$ cat config.mk
export PLATFORM = sky130hd
export DESIGN_NAME = aes_key_expand_flat
export DESIGN_NICKNAME = d
export VERILOG_FILES = /design/src/rtl/aes_key_expand_pkg.sv /design/src/rtl/aes_key_expand_if.sv /design/src/rtl/aes_key_expand_sbox.sv /design/src/rtl/aes_key_expand.sv /design/src/flat_wrapper.sv
export SDC_FILE = /design/constraint.sdc
export NUM_CORES = 2
export LEC_CHECK = 0
export CORE_AREA = 4 4 605 607
export CTS_BUF_LIST = sky130_fd_sc_hd__clkbuf_8
export CTS_CLUSTER_SIZE = 30
export DETAILED_ROUTE_END_ITERATION = 8
export DIE_AREA = 0 0 609 611
export MAX_ROUTING_LAYER = met4
export PLACE_DENSITY_LB_ADDON = 0.08
export SLEW_MARGIN = 25
export SYNTH_ARGS = -nofsm -noshare
export SYNTH_HDL_FRONTEND = slang
export SYNTH_SLANG_ARGS = --single-unit
$ cat constraint.sdc
create_clock -name clk -period 4.9 [get_ports clk]
set_input_delay 0.49 -clock clk [delete_from_list [all_inputs] [get_ports clk]]
set_output_delay 0.49 -clock clk [all_outputs]
set_load 0.005 [all_outputs]
$ cat src/rtl/aes_key_expand_pkg.sv
// Shared types, constants and helpers for the AES-128 key schedule.
// Optional build macro: AES_KEYEXP_SBOX_PIPE_EN (registered SubWord, 2 cycles/round).
package aes_key_expand_pkg;

  localparam int AES_NR = 10;
  localparam int KEY_W  = 128;

  typedef logic [KEY_W-1:0] round_key_t;

  typedef enum logic [1:0] {
    IDLE   = 2'd0,
    EXPAND = 2'd1,
    SUB    = 2'd2
  } state_t;

  localparam logic [7:0] RCON [1:10] = '{
    8'h01, 8'h02, 8'h04, 8'h08, 8'h10,
    8'h20, 8'h40, 8'h80, 8'h1b, 8'h36
  };

  // Round constant for round rnd; zero outside 1..AES_NR so idle decode stays benign.
  function automatic logic [7:0] rcon_of(input logic [3:0] rnd);
    logic [7:0] rc;
    rc = 8'h00;
    for (int i = 1; i <= AES_NR; i++) begin
      if (rnd == 4'(i)) begin
        rc = RCON[i];
      end else begin
        rc = rc;
      end
    end
    return rc;
  endfunction

  // RotWord: cyclic left rotation by one byte.
  function automatic logic [31:0] rot_word(input logic [31:0] w);
    return {w[23:0], w[31:24]};
  endfunction

  // XOR chain producing round key r from round key r-1 and SubWord(RotWord(w[4r-1])).
  function automatic round_key_t next_round_key(input round_key_t prev,
                                                input logic [31:0] sub_w,
                                                input logic [7:0]  rc);
    logic [31:0] t;
    logic [31:0] w0;
    logic [31:0] w1;
    logic [31:0] w2;
    logic [31:0] w3;
    t  = sub_w ^ {rc, 24'h000000};
    w0 = prev[127:96] ^ t;
    w1 = prev[95:64]  ^ w0;
    w2 = prev[63:32]  ^ w1;
    w3 = prev[31:0]   ^ w2;
    return {w0, w1, w2, w3};
  endfunction

endpackage

$ cat src/rtl/aes_key_expand_if.sv
// Request/status/schedule bundle between a key-schedule requester and aes_key_expand.
interface aes_key_expand_if;
  import aes_key_expand_pkg::*;

  logic       start;
  round_key_t key;
  logic       busy;
  logic       done;
  logic       keys_valid;
  round_key_t k_sch [0:AES_NR];

  modport master (
    output start, key,
    input  busy, done, keys_valid, k_sch
  );

  modport slave (
    input  start, key,
    output busy, done, keys_valid, k_sch
  );
endinterface

$ cat src/rtl/aes_key_expand_sbox.sv
// Combinational AES forward S-box (FIPS-197 table); also used by the cipher's SubBytes.
module aes_sbox (
  input  logic [7:0] a_i,
  output logic [7:0] s_o
);

  // Row-major table, entry 0x00 in the top byte; entry x lives at bit offset (255-x)*8 = {~x,3'b000}.
  localparam logic [2047:0] SBOX_TABLE = {
    128'h637c777bf26b6fc53001672bfed7ab76,
    128'hca82c97dfa5947f0add4a2af9ca472c0,
    128'hb7fd9326363ff7cc34a5e5f171d83115,
    128'h04c723c31896059a071280e2eb27b275,
    128'h09832c1a1b6e5aa0523bd6b329e32f84,
    128'h53d100ed20fcb15b6acbbe394a4c58cf,
    128'hd0efaafb434d338545f9027f503c9fa8,
    128'h51a3408f929d38f5bcb6da2110fff3d2,
    128'hcd0c13ec5f974417c4a77e3d645d1973,
    128'h60814fdc222a908846eeb814de5e0bdb,
    128'he0323a0a4906245cc2d3ac629195e479,
    128'he7c8376d8dd54ea96c56f4ea657aae08,
    128'hba78252e1ca6b4c6e8dd741f4bbd8b8a,
    128'h703eb5664803f60e613557b986c11d9e,
    128'he1f8981169d98e949b1e87e9ce5528df,
    128'h8ca1890dbfe6426841992d0fb054bb16
  };

  assign s_o = SBOX_TABLE[{~a_i, 3'b000} +: 8];

endmodule

$ cat src/rtl/aes_key_expand.sv
// Iterative AES-128 key schedule: one round key per round step, schedule held until next start.
// Build option AES_KEYEXP_SBOX_PIPE_EN registers the SubWord result (EXPAND computes, SUB writes),
// doubling the per-round time; the final schedule is identical in both builds.
module aes_key_expand
  import aes_key_expand_pkg::*;
(
  input  logic             clk,
  input  logic             rst_n,
  aes_key_expand_if.slave  kx
);

  state_t      state_q;
  logic [3:0]  rnd_q;
  logic        busy_q;
  logic        done_q;
  logic        kv_q;
  round_key_t  k_sch_q [0:AES_NR];

  round_key_t  prev_s;
  logic [31:0] rot_s;
  logic [31:0] sub_s;
  logic [31:0] sub_w_s;
  round_key_t  next_key_s;
  logic        last_s;

`ifdef AES_KEYEXP_SBOX_PIPE_EN
  logic [31:0] sub_q;
`endif

  // Select the previous round key k_sch[rnd-1] that feeds the current round.
  always_comb begin
    prev_s = '0;
    case (rnd_q)
      4'd1:    prev_s = k_sch_q[0];
      4'd2:    prev_s = k_sch_q[1];
      4'd3:    prev_s = k_sch_q[2];
      4'd4:    prev_s = k_sch_q[3];
      4'd5:    prev_s = k_sch_q[4];
      4'd6:    prev_s = k_sch_q[5];
      4'd7:    prev_s = k_sch_q[6];
      4'd8:    prev_s = k_sch_q[7];
      4'd9:    prev_s = k_sch_q[8];
      4'd10:   prev_s = k_sch_q[9];
      default: prev_s = '0;
    endcase
  end

  assign rot_s = rot_word(prev_s[31:0]);

  // SubWord: one S-box per byte of the rotated last word.
  for (genvar g = 0; g < 4; g++) begin : g_sbox
    aes_sbox u_sbox (
      .a_i (rot_s[8*g +: 8]),
      .s_o (sub_s[8*g +: 8])
    );
  end

`ifdef AES_KEYEXP_SBOX_PIPE_EN
  assign sub_w_s = sub_q;
`else
  assign sub_w_s = sub_s;
`endif

  assign next_key_s = next_round_key(prev_s, sub_w_s, rcon_of(rnd_q));
  assign last_s     = (rnd_q == 4'(AES_NR));

  // Control FSM, round counter and schedule register file; outputs are all registered.
  always_ff @(posedge clk or negedge rst_n) begin
    if (!rst_n) begin
      state_q <= IDLE;
      rnd_q   <= 4'd0;
      busy_q  <= 1'b0;
      done_q  <= 1'b0;
      kv_q    <= 1'b0;
      for (int i = 0; i <= AES_NR; i++) begin
        k_sch_q[i] <= '0;
      end
`ifdef AES_KEYEXP_SBOX_PIPE_EN
      sub_q   <= 32'h0000_0000;
`endif
    end else begin
      done_q <= 1'b0;
      case (state_q)
        IDLE: begin
          // A start here is accepted even in the cycle done is high.
          if (kx.start) begin
            k_sch_q[0] <= kx.key;
            rnd_q      <= 4'd1;
            busy_q     <= 1'b1;
            kv_q       <= 1'b0;
            state_q    <= EXPAND;
          end else begin
            state_q    <= IDLE;
          end
        end
        EXPAND: begin
`ifdef AES_KEYEXP_SBOX_PIPE_EN
          // Capture SubWord; the round key is committed in SUB from the registered value.
          sub_q   <= sub_s;
          state_q <= SUB;
        end
        SUB: begin
`endif
          // Commit round key rnd; start is ignored while expanding.
          for (int i = 1; i <= AES_NR; i++) begin
            if (rnd_q == 4'(i)) begin
              k_sch_q[i] <= next_key_s;
            end
          end
          if (last_s) begin
            state_q <= IDLE;
            busy_q  <= 1'b0;
            done_q  <= 1'b1;
            kv_q    <= 1'b1;
          end else begin
            rnd_q   <= rnd_q + 4'd1;
            state_q <= EXPAND;
          end
        end
        default: begin
          state_q <= IDLE;
          busy_q  <= 1'b0;
        end
      endcase
    end
  end

  assign kx.busy       = busy_q;
  assign kx.done       = done_q;
  assign kx.keys_valid = kv_q;
  assign kx.k_sch      = k_sch_q;

endmodule

$ cat src/flat_wrapper.sv
// flat-port wrapper written by rule: the top's interface ports become plain ports
module aes_key_expand_flat import aes_key_expand_pkg::*;
  (clk, rst_n, kx_start, kx_key, kx_busy, kx_done, kx_keys_valid, kx_k_sch);
  aes_key_expand_if kx_i ();
  input  logic clk;
  input  logic rst_n;
  input wire logic [$bits(kx_i.start)-1:0] kx_start;
  input wire logic [$bits(kx_i.key)-1:0] kx_key;
  output wire logic [$bits(kx_i.busy)-1:0] kx_busy;
  output wire logic [$bits(kx_i.done)-1:0] kx_done;
  output wire logic [$bits(kx_i.keys_valid)-1:0] kx_keys_valid;
  output wire logic [$bits(kx_i.k_sch)-1:0] kx_k_sch;
  assign kx_i.start = kx_start;
  assign kx_i.key = kx_key;
  assign kx_busy = kx_i.busy;
  assign kx_done = kx_i.done;
  assign kx_keys_valid = kx_i.keys_valid;
  assign kx_k_sch = {>>{kx_i.k_sch}};
  aes_key_expand u_core (.clk(clk), .rst_n(rst_n), .kx(kx_i));
endmodule
==> results.yml <==
status:
  outcome: "finished, violations left"
  violations: "design-rule violations, negative setup slack"
floorplan:
  die_h_microns: 611
  dieArea_sq_um: 372000
  coreArea_sq_um: 361000
  start_util_pct: 21.3
  rows: 221
  ioPinCount: 1542
  die_w_microns: 609
synthesis:
  yosys_warnings: 0
  synth_edf_count: 0
  synth_nets: 8910
  yosys_most_used_dff: "dfrtp_1"
  synth_cell_types: 107
  avgSynthCellArea_sq_um: 8.80
  ys_seq_area_share_pct: 46.1
  syn_inst: 8730
  syn_area_sq_um: 76900
  synthArstFlopShare_pct: 100
  postSynthRegisterBits: 1416
layout:
  final_cells: 17100
  fin_nets: 12200
  drive_gt1_share_pct: 30.3
  fillers: 36900
  syn2layout_area_growth_pct: 69.7
sta:
  worstMarginPinSlew_ns: 1.21
  hold_viol: 0
  fin_skew_ns: 0.141
  setup_slack_ns: -0.456
  post-route-period-util_pct: 109
  setup_violations: 966
  fin_crit_ns: 5.36
  drv_slew: 0
  slew_headroom_pct: 18.4
  rsz0062_at_grt: "yes"
  fmax_mhz: 187
worst_setup_path:
  worstReg2RegEnd: "u_core.kx.k_sch[58]"
  cp_top_family: "buffers and inverters"
  setup.worst_path.start: "u_core.rnd_q[0]"
  crit_type: "reg -> reg"
  rrSetupSlack_ns: -0.46
  rr_startpoint: "u_core.rnd_q[0]"
  critPathBufInv: 13
  startpoint_type: "flop"
  end_kind: "flop"
  crit_required_ns: 5.81
  cp_slowest_cell: "dfrtp_1"
  reg2reg_depth: 28
  cp.arrival_ns: 6.27
  crit_fanout: 6
  slowest_delay_ns: 0.42
place:
  hpwl_mm: 509
  port_buffers: 1541
  dp_cells: 16200
  gp_congestion: 0.970
clock_network:
  clock_sinks: 1416
  cts-root-buf: "clkbuf_8"
  clk_latency_ns: 1.09
  clk_path_buf_depth: 4
  clkTransAtPathRegs_ns: 0.06
  h-tree-depth: 5
  cts_tree: "yes"
  cts_buffers: 296
global_route:
  antenna_found_initial: 47
  grt_max_degree: 150
  grt_pass1_vias: 88800
  grt_use_total_pct: 34.9
  grt-ovfl-total: 0
  grt_pass1_wl_mm: 868
routing:
  firstDrtPassIters: 9
  vias_per_cell: 5.31
  drc: 8
  drtIter0Drc: 8669
  routed_wl_mm: 665
  ant_nets: 0
  vias: 90600
  wl_per_cell_microns: 38.9
min_path:
  hp-class: "in -> async"
flow_run:
  cap_violations: 0
per-stage QoR:
| stage | TNS, ns | hold slack, ns | area (sq um) | setup WS [ns] | utilization, % |
|---|---|---|---|---|---|
| floorplan | -0.417 | 0.194 | 77000 | -0.0439 | - |
| global placement | -1007.91 | 0.460 | 114000 | -1.64 | 31.7 |
| detailed placement | -890.10 | 0.465 | 114000 | -1.38 | 31.7 |
| CTS | -296.20 | 0.00245 | 125000 | -0.568 | 34.5 |
| global route | -329.17 | 0.0346 | 130000 | -0.567 | 36.1 |
| finish | -179.71 | 0.0586 | 130000 | -0.456 | 36.1 |
cells in the final DEF, fill, tap and decap left out, drive strengths merged, types with 28 or more instances in the layout:
cell type / instances
a211o: 29
a211oi: 95
a21oi: 290
a221o: 33
a221oi: 181
a222oi: 28
a22o: 154
a22oi: 310
a311oi: 45
a31oi: 87
and3: 41
buf: 2282
clkbuf: 382
clkdlybuf4s50: 1540
dfrtp: 1416
dlygate4sd3: 85
ha: 49
inv: 143
mux2: 136
mux2i: 60
nand2: 1583
nand3: 185
nand4: 96
nor2: 396
nor3: 138
nor4: 47
o2111ai: 52
o211ai: 92
o21ai: 1460
o221ai: 54
o22ai: 55
o311ai: 42
o31ai: 50
xnor2: 144
xor2: 43
cells by family (layout without fill, tap and decap cells):
family	after synthesis	in the layout	synth area share (%)
adder cells (fa/ha/maj)	49	49	0.798
other	0	23	0
AO/OA/AOI/OAI	3302	3303	28.0
flip-flops	1416	1416	46.1
buffers and inverters	945	4464	5.18
AND/OR/NAND/NOR	2636	2636	14.9
XOR/XNOR	186	189	2.26
multiplexers	196	196	2.78
registers in the layout (all words and copies together), names as in the netlist:
| name | cells |
|---|---|
| u_core.state_q | 1 |
| u_core.kx.k_sch | 1408 |
| u_core.kx.keys_valid | 1 |
| u_core.kx.done | 1 |
| u_core.rnd_q | 4 |
| u_core.kx.busy | 1 |
worst max-delay path by stage:
stage	to	slack (ns)	cells after the start
after floorplan	u_core.kx.k_sch[1049]	-0.04	21
after global placement	u_core.kx.k_sch[584]	-1.64	22
final	u_core.kx.k_sch[58]	-0.46	28
after global routing	u_core.kx.k_sch[963]	-0.57	24
after detailed placement	u_core.kx.k_sch[784]	-1.38	23
after CTS	u_core.kx.k_sch[1178]	-0.57	25
area by class of cell:
cell class	count	area [sq um]	share of cell area (%)
clock inverter	133	800	0.613
clock buffer	363	5000	3.83
inverter	40	200	0.153
multi-input combinational	6373	43900	33.6
sequential	1416	35400	27.2
antenna	23	57.6	0.0441
timing repair buffer	3928	39100	30.0
tap	4794	6000	4.60
layer usage:
layer | global-route usage [%] | share of wire (%) | vias to the layer above
li1 | - | - | 39000
met1 | 43.5 | 42 | 46800
met2 | 55.5 | 46 | 3887
met3 | 6.63 | 6.8 | 915
met4 | 14.5 | 5.4 | 0
met5 | - | 0 | -
cell usage after synthesis, types with 67 or more instances:
master | instances | area [sq um]
a211oi_1 | 91 | 683
a21oi_1 | 287 | 1440
a221oi_1 | 181 | 1590
a22o_1 | 154 | 1350
a22oi_1 | 309 | 2320
a31oi_1 | 86 | 538
buf_1 | 67 | 251
buf_2 | 189 | 946
clkbuf_1 | 610 | 2290
dfrtp_1 | 1416 | 35400
mux2_2 | 136 | 1530
nand2_1 | 1583 | 5940
nand3_1 | 184 | 921
nand4_1 | 96 | 601
nor2_1 | 395 | 1480
nor3_1 | 136 | 681
o211ai_1 | 92 | 691
o21ai_0 | 1450 | 7260
xnor2_1 | 133 | 1160
worst register-to-register path: cells and delay by family (launching register included):
| kind | cells | cell delay [ns] |
|---|---|---|
| AOI/OAI and AO/OA | 6 | 1.06 |
| xor gates and xnor gates | 2 | 0.42 |
| adders and majority gates | 2 | 0.34 |
| buffers and inverters | 13 | 1.89 |
| DFF | 1 | 0.42 |
| and+or+nand+nor | 5 | 1.10 |
timing repair:
action                     4_1_cts  5_1_grt
cloned                          10       27
setup endpoints to repair     1280     1264
hold buffers                    85        0
resized for setup              516      992
pin swaps                      139      361
setup buffers                   91      179
hold endpoints to repair       485        0
Power is left out: the tool's default activity adds up to more than one toggle a clock period on the data nets, which glitch-free logic cannot reach.
